$ cat config.mk
export PLATFORM = sky130hd
export DESIGN_NAME = fetch_stage
export DESIGN_NICKNAME = d
export VERILOG_FILES = /design/src/rtl/fetch_stage.sv
export SDC_FILE = /design/constraint.sdc
export NUM_CORES = 1
export LEC_CHECK = 0
export ABC_AREA = 1
export CAP_MARGIN = 10
export CELL_PAD_IN_SITES_DETAIL_PLACEMENT = 0
export CELL_PAD_IN_SITES_GLOBAL_PLACEMENT = 1
export CORE_ASPECT_RATIO = 1.2
export CORE_MARGIN = 4
export CORE_UTILIZATION = 43
export CTS_BUF_LIST = sky130_fd_sc_hd__clkbuf_2 sky130_fd_sc_hd__clkbuf_4 sky130_fd_sc_hd__clkbuf_8
export DETAILED_ROUTE_END_ITERATION = 8
export PLACE_DENSITY_LB_ADDON = 0.1
export SLEW_MARGIN = 10
export SYNTH_ARGS = -nofsm -noshare
export SYNTH_HDL_FRONTEND = slang
export SYNTH_SLANG_ARGS = --single-unit
$ cat constraint.sdc
create_clock -name clk -period 10.1 [get_ports clk]
set_input_delay 3.03 -clock clk [delete_from_list [all_inputs] [get_ports clk]]
set_output_delay 3.03 -clock clk [all_outputs]
set_load 0.05 [all_outputs]
$ cat src/rtl/fetch_stage.sv
// Instruction-fetch stage: owns the fetch PC, keeps at most one imem request in flight and
// buffers fetched words in a small circular queue that feeds decode.
module fetch_stage #(
  parameter logic [31:0] RESET_PC = 32'h0000_0000,
  parameter int unsigned QDEPTH   = 2
) (
  input  logic        clk,
  input  logic        reset,
  output logic        imem_req,
  output logic [31:0] imem_addr,
  input  logic        imem_ack,
  input  logic [31:0] imem_rdata,
  input  logic        redirect,
  input  logic [31:0] redirect_pc,
  input  logic        id_ready,
  output logic        id_valid,
  output logic [31:0] instr,
  output logic [31:0] pc
);

  localparam int unsigned PW  = (QDEPTH > 1) ? $clog2(QDEPTH) : 1;
  localparam int unsigned CW  = $clog2(QDEPTH + 1);
  localparam logic [31:0] Nop = 32'h0000_0013;

  typedef enum logic [1:0] {
    StIdle,
    StWait,
    StDiscard
  } state_e;

  state_e        state_q, state_d;
  logic [31:0]   fetch_pc_q, fetch_pc_d;
  logic [31:0]   addr_q, addr_d;
  logic [CW-1:0] count_q, count_d;
  logic [PW-1:0] rd_ptr_q, rd_ptr_d;
  logic [PW-1:0] wr_ptr_q, wr_ptr_d;
  logic [31:0]   instr_mem [QDEPTH];
  logic [31:0]   pc_mem    [QDEPTH];

  logic          not_empty;
  logic          pop;
  logic          push;
  logic [CW-1:0] count_after_pop;
  logic          room;
  logic          room_after_push;
  logic [31:0]   fetch_pc_inc;

  assign not_empty       = (count_q != '0);
  assign id_valid        = not_empty & ~redirect;
  assign pop             = id_valid & id_ready;
  assign count_after_pop = count_q - CW'(pop);
  // A new request reserves a slot; after a push the next request needs one more free slot.
  assign room            = 32'(count_after_pop) < QDEPTH;
  assign room_after_push = (32'(count_after_pop) + 32'd1) < QDEPTH;
  assign fetch_pc_inc    = fetch_pc_q + 32'd4;

  assign imem_req  = (state_q != StIdle);
  assign imem_addr = addr_q;
  assign instr     = not_empty ? instr_mem[rd_ptr_q] : Nop;
  assign pc        = not_empty ? pc_mem[rd_ptr_q] : 32'h0;

  always_comb begin
    state_d    = state_q;
    fetch_pc_d = fetch_pc_q;
    addr_d     = addr_q;
    push       = 1'b0;

    case (state_q)
      StIdle: begin
        if (!redirect && room) begin
          state_d = StWait;
          addr_d  = fetch_pc_q;
        end
      end
      StWait: begin
        if (imem_ack) begin
          if (redirect) begin
            state_d = StIdle;
          end else begin
            push       = 1'b1;
            fetch_pc_d = fetch_pc_inc;
            if (room_after_push) begin
              addr_d = fetch_pc_inc;
            end else begin
              state_d = StIdle;
            end
          end
        end else if (redirect) begin
          state_d = StDiscard;
        end
      end
      StDiscard: begin
        // The stale response still has to drain before a new request may issue.
        if (imem_ack) begin
          state_d = StIdle;
        end
      end
      default: state_d = StIdle;
    endcase

    if (redirect) begin
      fetch_pc_d = {redirect_pc[31:2], 2'b00};
    end
  end

  always_comb begin
    count_d  = count_q;
    rd_ptr_d = rd_ptr_q;
    wr_ptr_d = wr_ptr_q;
    if (redirect) begin
      count_d  = '0;
      rd_ptr_d = '0;
      wr_ptr_d = '0;
    end else begin
      count_d = count_after_pop + CW'(push);
      if (push) begin
        wr_ptr_d = wr_ptr_q + PW'(1);
      end
      if (pop) begin
        rd_ptr_d = rd_ptr_q + PW'(1);
      end
    end
  end

  always_ff @(posedge clk) begin
    if (reset) begin
      state_q    <= StIdle;
      fetch_pc_q <= RESET_PC;
      addr_q     <= RESET_PC;
      count_q    <= '0;
      rd_ptr_q   <= '0;
      wr_ptr_q   <= '0;
    end else begin
      state_q    <= state_d;
      fetch_pc_q <= fetch_pc_d;
      addr_q     <= addr_d;
      count_q    <= count_d;
      rd_ptr_q   <= rd_ptr_d;
      wr_ptr_q   <= wr_ptr_d;
    end
  end

  always_ff @(posedge clk) begin
    if (!reset && push) begin
      instr_mem[wr_ptr_q] <= imem_rdata;
      pc_mem[wr_ptr_q]    <= fetch_pc_q;
    end
  end

endmodule

==> flow_summary.ini <==
[logic_synthesis]
synth_top_area_cell = edfxtp_1
ys.flop_type = edfxtp_1
yosysSeqAreaShare = 0.610
muxShareOfSynthArea = 0
yosysWarnings = 0
syn_area_um2 = 8310
ys_async_sr_fraction = 0
synth_top_area_share = 0.448
synthXorXnorAreaFrac = 0.0179
synthCells = 920
avgSynthCellArea_um2 = 9.03
ys_seq_elements = 191
synth_cell_types = 28
synth_edf_count = 124
synth_most_common_cell = nand2_1
ys_top_cells_by_count = 305 x nand2_1, 139 x a21oi_1, 124 x edfxtp_1
synth_compound_area_frac = 0.123
synth_simple_gate_area_frac = 0.190
synth_top_family_by_area = simple AND/OR/NAND/NOR gates
synth-adder-area-share = 0.00452
synthTopCellsByArea = edfxtp_1 45%, dfxtp_1 16%, nand2_1 14%

[sta]
fin_tns_setup_ns = 0
slew_violations = 0
rsz0062_at_grt = no
period_needed_ns = 7.76
tightest_slew_ns = 1.13
finalCritPeriodShare = 0.768
finalHoldWorstSlack_ns = 0.480
hold_viol = 0
fmax_ghz = 0.129
slew_headroom = 0.243
skew_ns = 0.0139
finalSetupViolations = 0

[layout]
final_nets = 1130
n_antenna_cell = 0
fillers = 1703
drive_above_1_share = 0.0523
area_growth_pct = 25.8

[worst_setup_path]
cpMostUsedCell = clkdlybuf4s50_1
reg2reg_setup_slack_ns = 6.51
r2r-end = imem_addr[18]$_SDFFE_PP0P_
worst_path_max_delay_cell = clkdlybuf4s50_1
regToRegStartpoint = state_q[0]$_SDFFE_PP0P_
path_max_fanout = 36
crit_chain = clkdlybuf4s50_1, buf_4, nor2_1, clkdlybuf4s50_1
reg2regPathDepth = 9
crit_start = redirect
critPathKind = in -> out
endpoint_kind = primary output
critPathLaunchType = primary input
required_ns = 7.07
cpPeakStageDelay_ns = 0.72
critPathTopFamily = buffers and inverters
cp_data_arrival_time_ns = 4.73
worst-path-buf-inv = 3

[clocking]
clk_latency_ns = 0.45
clock-sinks = 191
cts_tree = yes
postCtsHoldBufs = 0
cts_root_buffer = clkbuf_8
clk_pin_slew_ns = 0.10
cts_buffers = 17
cts_resized = 0
clock_path_buffers = 2
htreeDepth = 4
cts_setup_buffers = 0

[drt]
drc_errors = 0
initialDrtViolationCount = 466
wl_mm = 21.8
ant_nets = 0
vias = 6605
first_pass_iters = 6
routed_via_density = 4.98
wl_per_cell_um = 16.5

[power_and_ir_drop]
powerDensity_nw_per_um2 = 148
irDropWorstVdd_v = 0.0000689
leakagePower_nw = 3.73

[status]
status = complete, no violations

[floorplanning]
die_h_um = 160
ioPinCount = 167
num_rows = 55
die_x_um = 135
die_area_um2 = 21600
start_util = 0.439
coreArea_um2 = 18900

[global_route]
grt-ovfl-total = 0
grt_pass1_vias = 6482
grt_pass1_wl_mm = 34.9
grt_max_degree = 64
grt_use_total = 0.204
antenna_found_initial = 0

[min_path]
hp-class = reg -> reg
hold_path_end = rd_ptr_q$_SDFFE_PP0P_
hp-start = rd_ptr_q$_SDFFE_PP0P_
hold_depth = 2

[job]
max_cap_violations = 0

[placement]
dp.final_hpwl_mm = 13.6
gp_congestion = 0.811
port_buffers = 160
[per-stage QoR]
stage	setup slack (ns)	util	power [mW]	area, um2	instances
global placement	2.34	0.533	1.09	10100	1295
CTS	2.32	0.552	1.56	10500	1326
detailed placement	2.33	0.533	1.09	10100	1295
floorplan	3.18	-	1.01	8320	923
finish	2.34	0.552	1.55	10500	1326
global route	2.23	0.552	1.61	10500	1326
[worst min-delay path: stages, from the launching register on]
cell,delay (ns)
dfxtp_1,0.31
inv_1,0.07
a21oi_1,0.06
[sequential cells by signal (all words and copies together), names as in the netlist, named ones only]
| signal | flops |
|---|---|
| wr_ptr_q | 1 |
| rd_ptr_q | 1 |
| instr_mem | 64 |
| imem_addr | 30 |
| pc_mem | 60 |
| fetch_pc_q | 30 |
| state_q | 2 |
| count_q | 2 |
[cells in the final DEF, fill, tap and decap left out, drive strengths merged, types with 7 or more instances in the layout]
cell type and count:
nand2 309, clkdlybuf4s50 159, a21oi 139, edfxtp 124
dfxtp 67, inv 64, nor2 56, o21ai 53
nand3 28, clkbuf 17, xor2 12, a31oi 7
clkinvlp 7
[worst max-delay path by stage]
stage	end	depth (start not counted)
2_1_floorplan	id_valid	2
3_3_place_gp	id_valid	4
3_5_place_dp	id_valid	4
4_1_cts	id_valid	4
5_1_grt	id_valid	4
6_report	id_valid	4
[final cells by class]
type	instances	area [um2]	area share
clock buffer	17	234	0.0224
clock inverter	14	136	0.0131
inverter	62	233	0.0223
multi-input combinational	621	2830	0.270
sequential	191	5070	0.485
tap	256	320	0.0307
timing repair buffer	165	1630	0.156
[layer usage]
layer	GRT usage	part of all wire	vias up
met4	0.0579	0.015	0
li1	-	-	3325
met3	0.0343	0.046	22
met1	0.279	0.47	3102
met5	0	0	-
met2	0.335	0.47	156
[cells by family (layout without fill, tap and decap cells)]
| group | count (synthesis) | after routing |
|---|---|---|
| DFF | 191 | 191 |
| buffers and inverters | 111 | 258 |
| adders and majority gates | 3 | 3 |
| and+or+nand+nor | 396 | 396 |
| AOI/OAI and AO/OA | 201 | 201 |
| xor gates and xnor gates | 17 | 17 |
| other | 1 | 4 |
[power breakdown]
part	switching (mW)	internal [mW]	leakage (nW)
clock	0.278	0.197	0.166
combinational	0.127	0.0700	1.88
sequential	0.0236	0.853	1.68
Note: power is estimated with default switching activity, not from simulation.
